===== src/rtl/bin2dec.sv =====
`default_nettype none
// ============================================================================
// Module   : bin2dec
// Brief    : 7-bit binary to two-digit BCD with saturation at 99 and a
//            registered, display-multiplexed digit output (4'hF = blank).
// Revision : 1.0 - initial release
// ============================================================================
module bin2dec (
  input  logic       i_clk,
  input  logic       i_reset,
  input  logic [6:0] i_bin,
  input  logic       i_tens,
  input  logic       i_ones,
  output logic [3:0] o_dec
);

  localparam logic [6:0] C_SAT_LIMIT = 7'd100;
  localparam logic [7:0] C_SAT_BCD   = 8'h99;
  localparam logic [3:0] C_BLANK     = 4'hF;
  localparam logic [3:0] C_ADJ_MIN   = 4'd5;
  localparam logic [3:0] C_ADJ_ADD   = 4'd3;

  logic [7:0] w_bcd_raw;
  logic [7:0] w_bcd;
  logic [3:0] w_sel;
  logic [3:0] r_dec;

  // Unrolled shift-add-3: the loop is fully static, so this is one
  // combinational cone, not a multi-cycle sequence.
  always_comb begin : p_dabble
    logic [14:0] v_work;
    v_work = {8'd0, i_bin};
    for (int k = 0; k < 7; k++) begin
      if (v_work[10:7] >= C_ADJ_MIN) begin
        v_work[10:7] = v_work[10:7] + C_ADJ_ADD;
      end
      if (v_work[14:11] >= C_ADJ_MIN) begin
        v_work[14:11] = v_work[14:11] + C_ADJ_ADD;
      end
      v_work = v_work << 1;
    end
    w_bcd_raw = v_work[14:7];
  end

  // Inputs 100..127 would give a three-digit result; clamp to "99".
  assign w_bcd = (i_bin >= C_SAT_LIMIT) ? C_SAT_BCD : w_bcd_raw;

  always_comb begin
    w_sel = C_BLANK;
    case ({i_tens, i_ones})
      2'b01:   w_sel = w_bcd[3:0];
      2'b10:   w_sel = w_bcd[7:4];
      default: w_sel = C_BLANK;
    endcase
  end

  always_ff @(posedge i_clk) begin
    if (i_reset) begin
      r_dec <= C_BLANK;
    end else begin
      r_dec <= w_sel;
    end
  end

  assign o_dec = r_dec;

endmodule
`default_nettype wire


===== config.mk =====
export PLATFORM = sky130hd
export DESIGN_NAME = bin2dec
export DESIGN_NICKNAME = d
export VERILOG_FILES = /design/src/rtl/bin2dec.sv
export SDC_FILE = /design/constraint.sdc
export NUM_CORES = 1
export LEC_CHECK = 0
export BUFFER_PORTS_ARGS = -buffer_cell sky130_fd_sc_hd__buf_2
export CAP_MARGIN = 20
export CORE_AREA = 4 4 51 64
export DETAILED_ROUTE_END_ITERATION = 8
export DIE_AREA = 0 0 55 68
export HOLD_SLACK_MARGIN = 0.02
export MAX_ROUTING_LAYER = met4
export PLACE_DENSITY = 0.66
export RECOVER_POWER = 50
export SKIP_LAST_GASP = 1
export SYNTH_ARGS = -nofsm -noshare
export SYNTH_HDL_FRONTEND = slang
export SYNTH_SLANG_ARGS = --single-unit

===== constraint.sdc =====
create_clock -name i_clk -period 12.1 [get_ports i_clk]
set_input_delay 1.815 -clock i_clk [delete_from_list [all_inputs] [get_ports i_clk]]
set_output_delay 1.815 -clock i_clk [all_outputs]
set_load 0.01 [all_outputs]

* Word-level counts from Yosys, hierarchy flattened *
Cells that the tools add are included.

storage, ports and cells
  output and inout port bits = 4
  register bits = 4
  bits of input ports = 11
  word-level logic and storage cells = 39

operators by class
  muxes and demuxes = 13
  add/subtract/negate cells = 11
  magnitude comparators = 12
  eq/ne operators = 2

operators with widths
  operator                                                               number
  4-bit by 3-bit >= comparator with 1-bit output, second input constant  9
  4-bit two-way mux                                                      6
  4-bit by 2-bit adder with 4-bit output, second input constant          5
  3-bit two-way mux                                                      5
  3-bit by 2-bit adder with 3-bit output, second input constant          4
  8-bit two-way mux                                                      1
  4-bit one-hot mux with 2 select lines                                  1
  7-bit >= comparator, second input constant                             1
  1-bit by 2-bit adder with 3-bit output, second input constant          2
  1-bit by 3-bit >= comparator with 1-bit output, second input constant  2
  2-bit by 1-bit == test with 1-bit output, second input constant        1
  2-bit == test, second input constant                                   1

* Longest topological paths before layout *
  depth in word-level cells = 14
  gate-level depth with buffers = 22
  mapped depth without buffers = 22

* Least setup slack after synthesis *
OpenSTA, ideal clock, no wires.

  path type = in2reg
  start point = input port i_bin[5]
  end point = register r_dec[2] (netlist: o_dec[2])
  stages = 19
  arrival = 4.953 ns
  path slack = 7.027 ns
  library setup time = 0.120 ns
  path buffers = 1
  data required time = 11.980 ns
  cells stage by stage = inv_1 ha_1 o21ai_1 xnor2_2 inv_1 ha_1 inv_1 a32oi_4 nand2_1 xnor2_1 ha_1 nand2b_1 nor2b_1 o21ai_1 and3_1 buf_6 and3_1 a2111o_1 a211o_1

on the way
  word-level cells in the longest chain between the ends = 12
  elaborated cells between the ends (all ways) = 30
  classes of those cells = 9 x add/sub; 10 x order compare; 11 x mux

ends and longest elaborated chain
  item                                                                                                             RTL line  source
  start, declared                                                                                                  11        input logic [6:0] i_bin,
  4-bit by 2-bit adder with 4-bit output / 4-bit by 3-bit >= comparator with 1-bit output (equally long branches)  35, 34
  4-bit two-way mux                                                                                                34        if (v_work[10:7] >= C_ADJ_MIN) begin
  4-bit by 2-bit adder with 4-bit output (tied with other cells)                                                   35        v_work[10:7] = v_work[10:7] + C_ADJ_ADD;
  4-bit two-way mux / 3-bit two-way mux (equally long branches)                                                    34, 37
  4-bit by 2-bit adder with 4-bit output (tied with other cells)                                                   35
  4-bit two-way mux / 3-bit two-way mux (equally long branches)                                                    34, 37
  4-bit by 2-bit adder with 4-bit output (tied with other cells)                                                   35
  4-bit two-way mux / 3-bit two-way mux (equally long branches)                                                    34, 37
  4-bit by 3-bit >= comparator with 1-bit output (tied with other cells)                                           37        if (v_work[14:11] >= C_ADJ_MIN) begin
  3-bit two-way mux / 4-bit two-way mux (equally long branches)                                                    37, 34
  8-bit two-way mux (*)                                                                                            46        assign w_bcd = (i_bin >= C_SAT_LIMIT) ? C_SAT_BCD : w_bcd_raw;
  4-bit one-hot mux with 2 select lines (*)                                                                        50        case ({i_tens, i_ones})
  end signal, assigned                                                                                             61        r_dec <= w_sel;
  end, declared                                                                                                    26        logic [3:0] r_dec;

Mark *: on every way between the ends. The rest lies on a longest branch, timed or not.
A chain may end at the register's enable or synchronous reset.

* Worst setup path after layout *
  start point = input port i_bin[5]
  end point = register r_dec[3] (netlist: o_dec[3])

The elaborated chain is that of the path after synthesis.

==> impl_metrics.env <==
export IMPL_drtIter0Drc=41
export IMPL_hold_class="input pin to flip-flop"
export IMPL_critPathArrivalTime_ns=5.66
export IMPL_n_antenna_cell=0
export IMPL_switching_share_pct=44.3
export IMPL_worstMarginPinSlew_ns=0.954
export IMPL_ctsResizeCount=0
export IMPL_clk_pin_slew_ns=0.04
export IMPL_vdd_drop_max_mv=0.0349
export IMPL_setup_viol_count_final=0
export IMPL_cts_setup_buffers=0
export IMPL_slew_violations=0
export IMPL_ios=15
export IMPL_clk_path_buf_depth=2
export IMPL_crit_required_ns=12.21
export IMPL_cts_root_buffer="clkbuf_4"
export IMPL_grt_pass1_vias=979
export IMPL_fillers=296
export IMPL_synth_warnings=0
export IMPL_p_leak_nw=0.530
export IMPL_pwr_share_comb_pct=66.1
export IMPL_die_w_um=55
export IMPL_syn_avg_cell_area_um2=7.45
export IMPL_worstSetupStartpointType="input pin"
export IMPL_cts_tree="yes"
export IMPL_grtUsageTotal_pct=14.3
export IMPL_post_place_ws_ns=6.31
export IMPL_die_height_um=68
export IMPL_overflow=0
export IMPL_p_clk_share_pct=17.4
export IMPL_die_area_mm2=0.00374
export IMPL_synth_ff_type="dfxtp_1"
export IMPL_place_congestion=0.872
export IMPL_numPortBuffers=14
export IMPL_drt_first_pass_iters=4
export IMPL_hold_viol_final=0
export IMPL_grt_pass1_wl_um=4010
export IMPL_syn_area_mm2=0.00101
export IMPL_layout_nets=172
export IMPL_drc_errors=0
export IMPL_end_kind="flip-flop"
export IMPL_fin_util_pct=41.9
export IMPL_cts_htree_levels=1
export IMPL_p_int_uw=52.6
export IMPL_core_area_mm2=0.00265
export IMPL_fin_crit_ns=5.55
export IMPL_powerDensity_mw_per_mm2=84.9
export IMPL_fin_crit_sh_pct=45.9
export IMPL_ant_nets=0
export IMPL_synth_cell_types=54
export IMPL_ys_seq_elements=4
export IMPL_status="completed"
export IMPL_place_inst=178
export IMPL_fin_ws_ns=6.55
export IMPL_grt_max_degree=14
export IMPL_syn_num_nets=159
export IMPL_max_freq_mhz=180
export IMPL_synthCells=136
export IMPL_final_area_mm2=0.00111
export IMPL_fin_cells=181
export IMPL_drive_gt1_share_pct=16.3
export IMPL_hold_slack_ns=1.87
export IMPL_slew_headroom_pct=36.4
export IMPL_power_uw=94.4
export IMPL_seq_area_um2=80.1
export IMPL_fin_setup_tns_ns=0
export IMPL_multi_input_area_um2=850
export IMPL_grt_antenna_before_repair=0
export IMPL_via_per_inst=5.78
export IMPL_rsz0062_at_grt="false"
export IMPL_ys_seq_area_share_pct=7.90
export IMPL_postCtsHoldBufs=0
export IMPL_drt_total_wl_um=2410
export IMPL_row_count=21
export IMPL_placed_area_mm2=0.00109
export IMPL_cts_sinks=4
export IMPL_p_seq_share_pct=16.5
export IMPL_hpwl_um=1990
export IMPL_initial_core_util_pct=38.2
export IMPL_synth_edf_count=0
export IMPL_largest_register_ffs=4
export IMPL_async_flop_share_pct=0
export IMPL_crit_type="input pin to flip-flop"
export IMPL_drv_cap=0
export IMPL_p_sw_uw=41.8
export IMPL_path_max_fanout=9
export IMPL_vias=1046
export IMPL_syn_to_final_growth_pct=9.75
export IMPL_routedWlPerCell_um=13.3
export IMPL_numCtsBuffers=3
layout make-up:
cell class | count | area share (%)
timing repair buffer | 14 | 5.85
sequential | 4 | 7.20
multi-input combinational | 112 | 76.4
inverter | 14 | 4.72
clock buffer | 3 | 2.02
tap | 34 | 3.82
logic make-up (layout without fill, tap and decap cells):
| family | Yosys count | count (layout) | synth area share (%) |
|---|---|---|---|
| fa+ha+maj | 12 | 12 | 14.8 |
| simple gates | 53 | 53 | 29.1 |
| flops | 4 | 4 | 7.90 |
| buf+inv | 20 | 31 | 8.27 |
| xor+xnor | 3 | 3 | 3.33 |
| compound gates | 39 | 39 | 31.4 |
| mux | 5 | 5 | 5.19 |
layout by cell type, fill, tap and decap left out, types with 2 or more instances in the layout:
master,n
clkbuf_1,4
a211oi_1,2
mux2_2,2
o211a_1,2
and2_1,3
buf_2,10
o21ai_0,5
clkbuf_4,3
nor2_1,8
and3_1,6
a311o_1,2
nand4_1,3
nor3_1,3
nand3_1,6
nand2_1,9
mux2i_1,3
o211ai_1,2
inv_1,14
a21oi_1,5
nor4_1,3
dfxtp_1,4
o21ai_1,2
nor2b_1,4
ha_1,12
routing by layer:
| metal | global-route usage [%] | wire [µm] |
|---|---|---|
| met1 | 16.3 | 1010 |
| met2 | 26.5 | 1270 |
| met3 | 1.53 | 104 |
| met4 | 2.43 | 19 |
| met5 | - | 0 |
Yosys cell counts, types with 2 or more instances:
master,number,area share [%]
inv_1,14,5.2
nor2b_1,4,2.5
a211oi_1,2,1.5
and2_1,3,1.9
a21oi_1,5,2.5
o21ai_0,5,2.5
clkbuf_1,4,1.5
o211ai_1,2,1.5
o21ai_1,2,0.99
ha_1,12,15
a311o_1,2,2.0
and3_1,6,3.7
nand3_1,6,3.0
nor3_1,3,1.5
nand2_1,9,3.3
o211a_1,2,2.0
mux2_2,2,2.2
mux2i_1,3,3.0
dfxtp_1,4,7.9
nor2_1,8,3.0
nand4_1,3,1.9
nor4_1,3,1.9
worst paths after layout:
path                  cells past startpoint       end     start  slack, ns
worst max-delay path                     23  o_dec[3]  i_bin[5]       6.55
worst min-delay path                      3  o_dec[1]   i_reset       1.87
critical path, stage by stage:
cell	delay, ns
buf_2	0.17
inv_1	0.08
ha_1	0.24
o21ai_1	0.21
xnor2_2	0.11
inv_1	0.11
ha_1	0.20
inv_1	0.11
a32oi_4	0.26
nand2_1	0.14
xnor2_1	0.25
ha_1	0.18
nand2b_1	0.20
nand2_1	0.10
mux2_2	0.33
ha_1	0.18
inv_1	0.05
ha_1	0.19
nor2_1	0.06
o22ai_1	0.22
o211ai_1	0.12
a221oi_1	0.24
a31oi_1	0.11
power by group through the flow:
stage	clock network, mW	registers, mW	logic [mW]
global placement	0	0.0156	0.0609
global route	0.0186	0.0158	0.0692
detailed placement	0	0.0157	0.0627
finish	0.0164	0.0155	0.0625
floorplan	0	0.0168	0.0491
CTS	0.0170	0.0155	0.0629
Power figures use the tool's default switching activity.
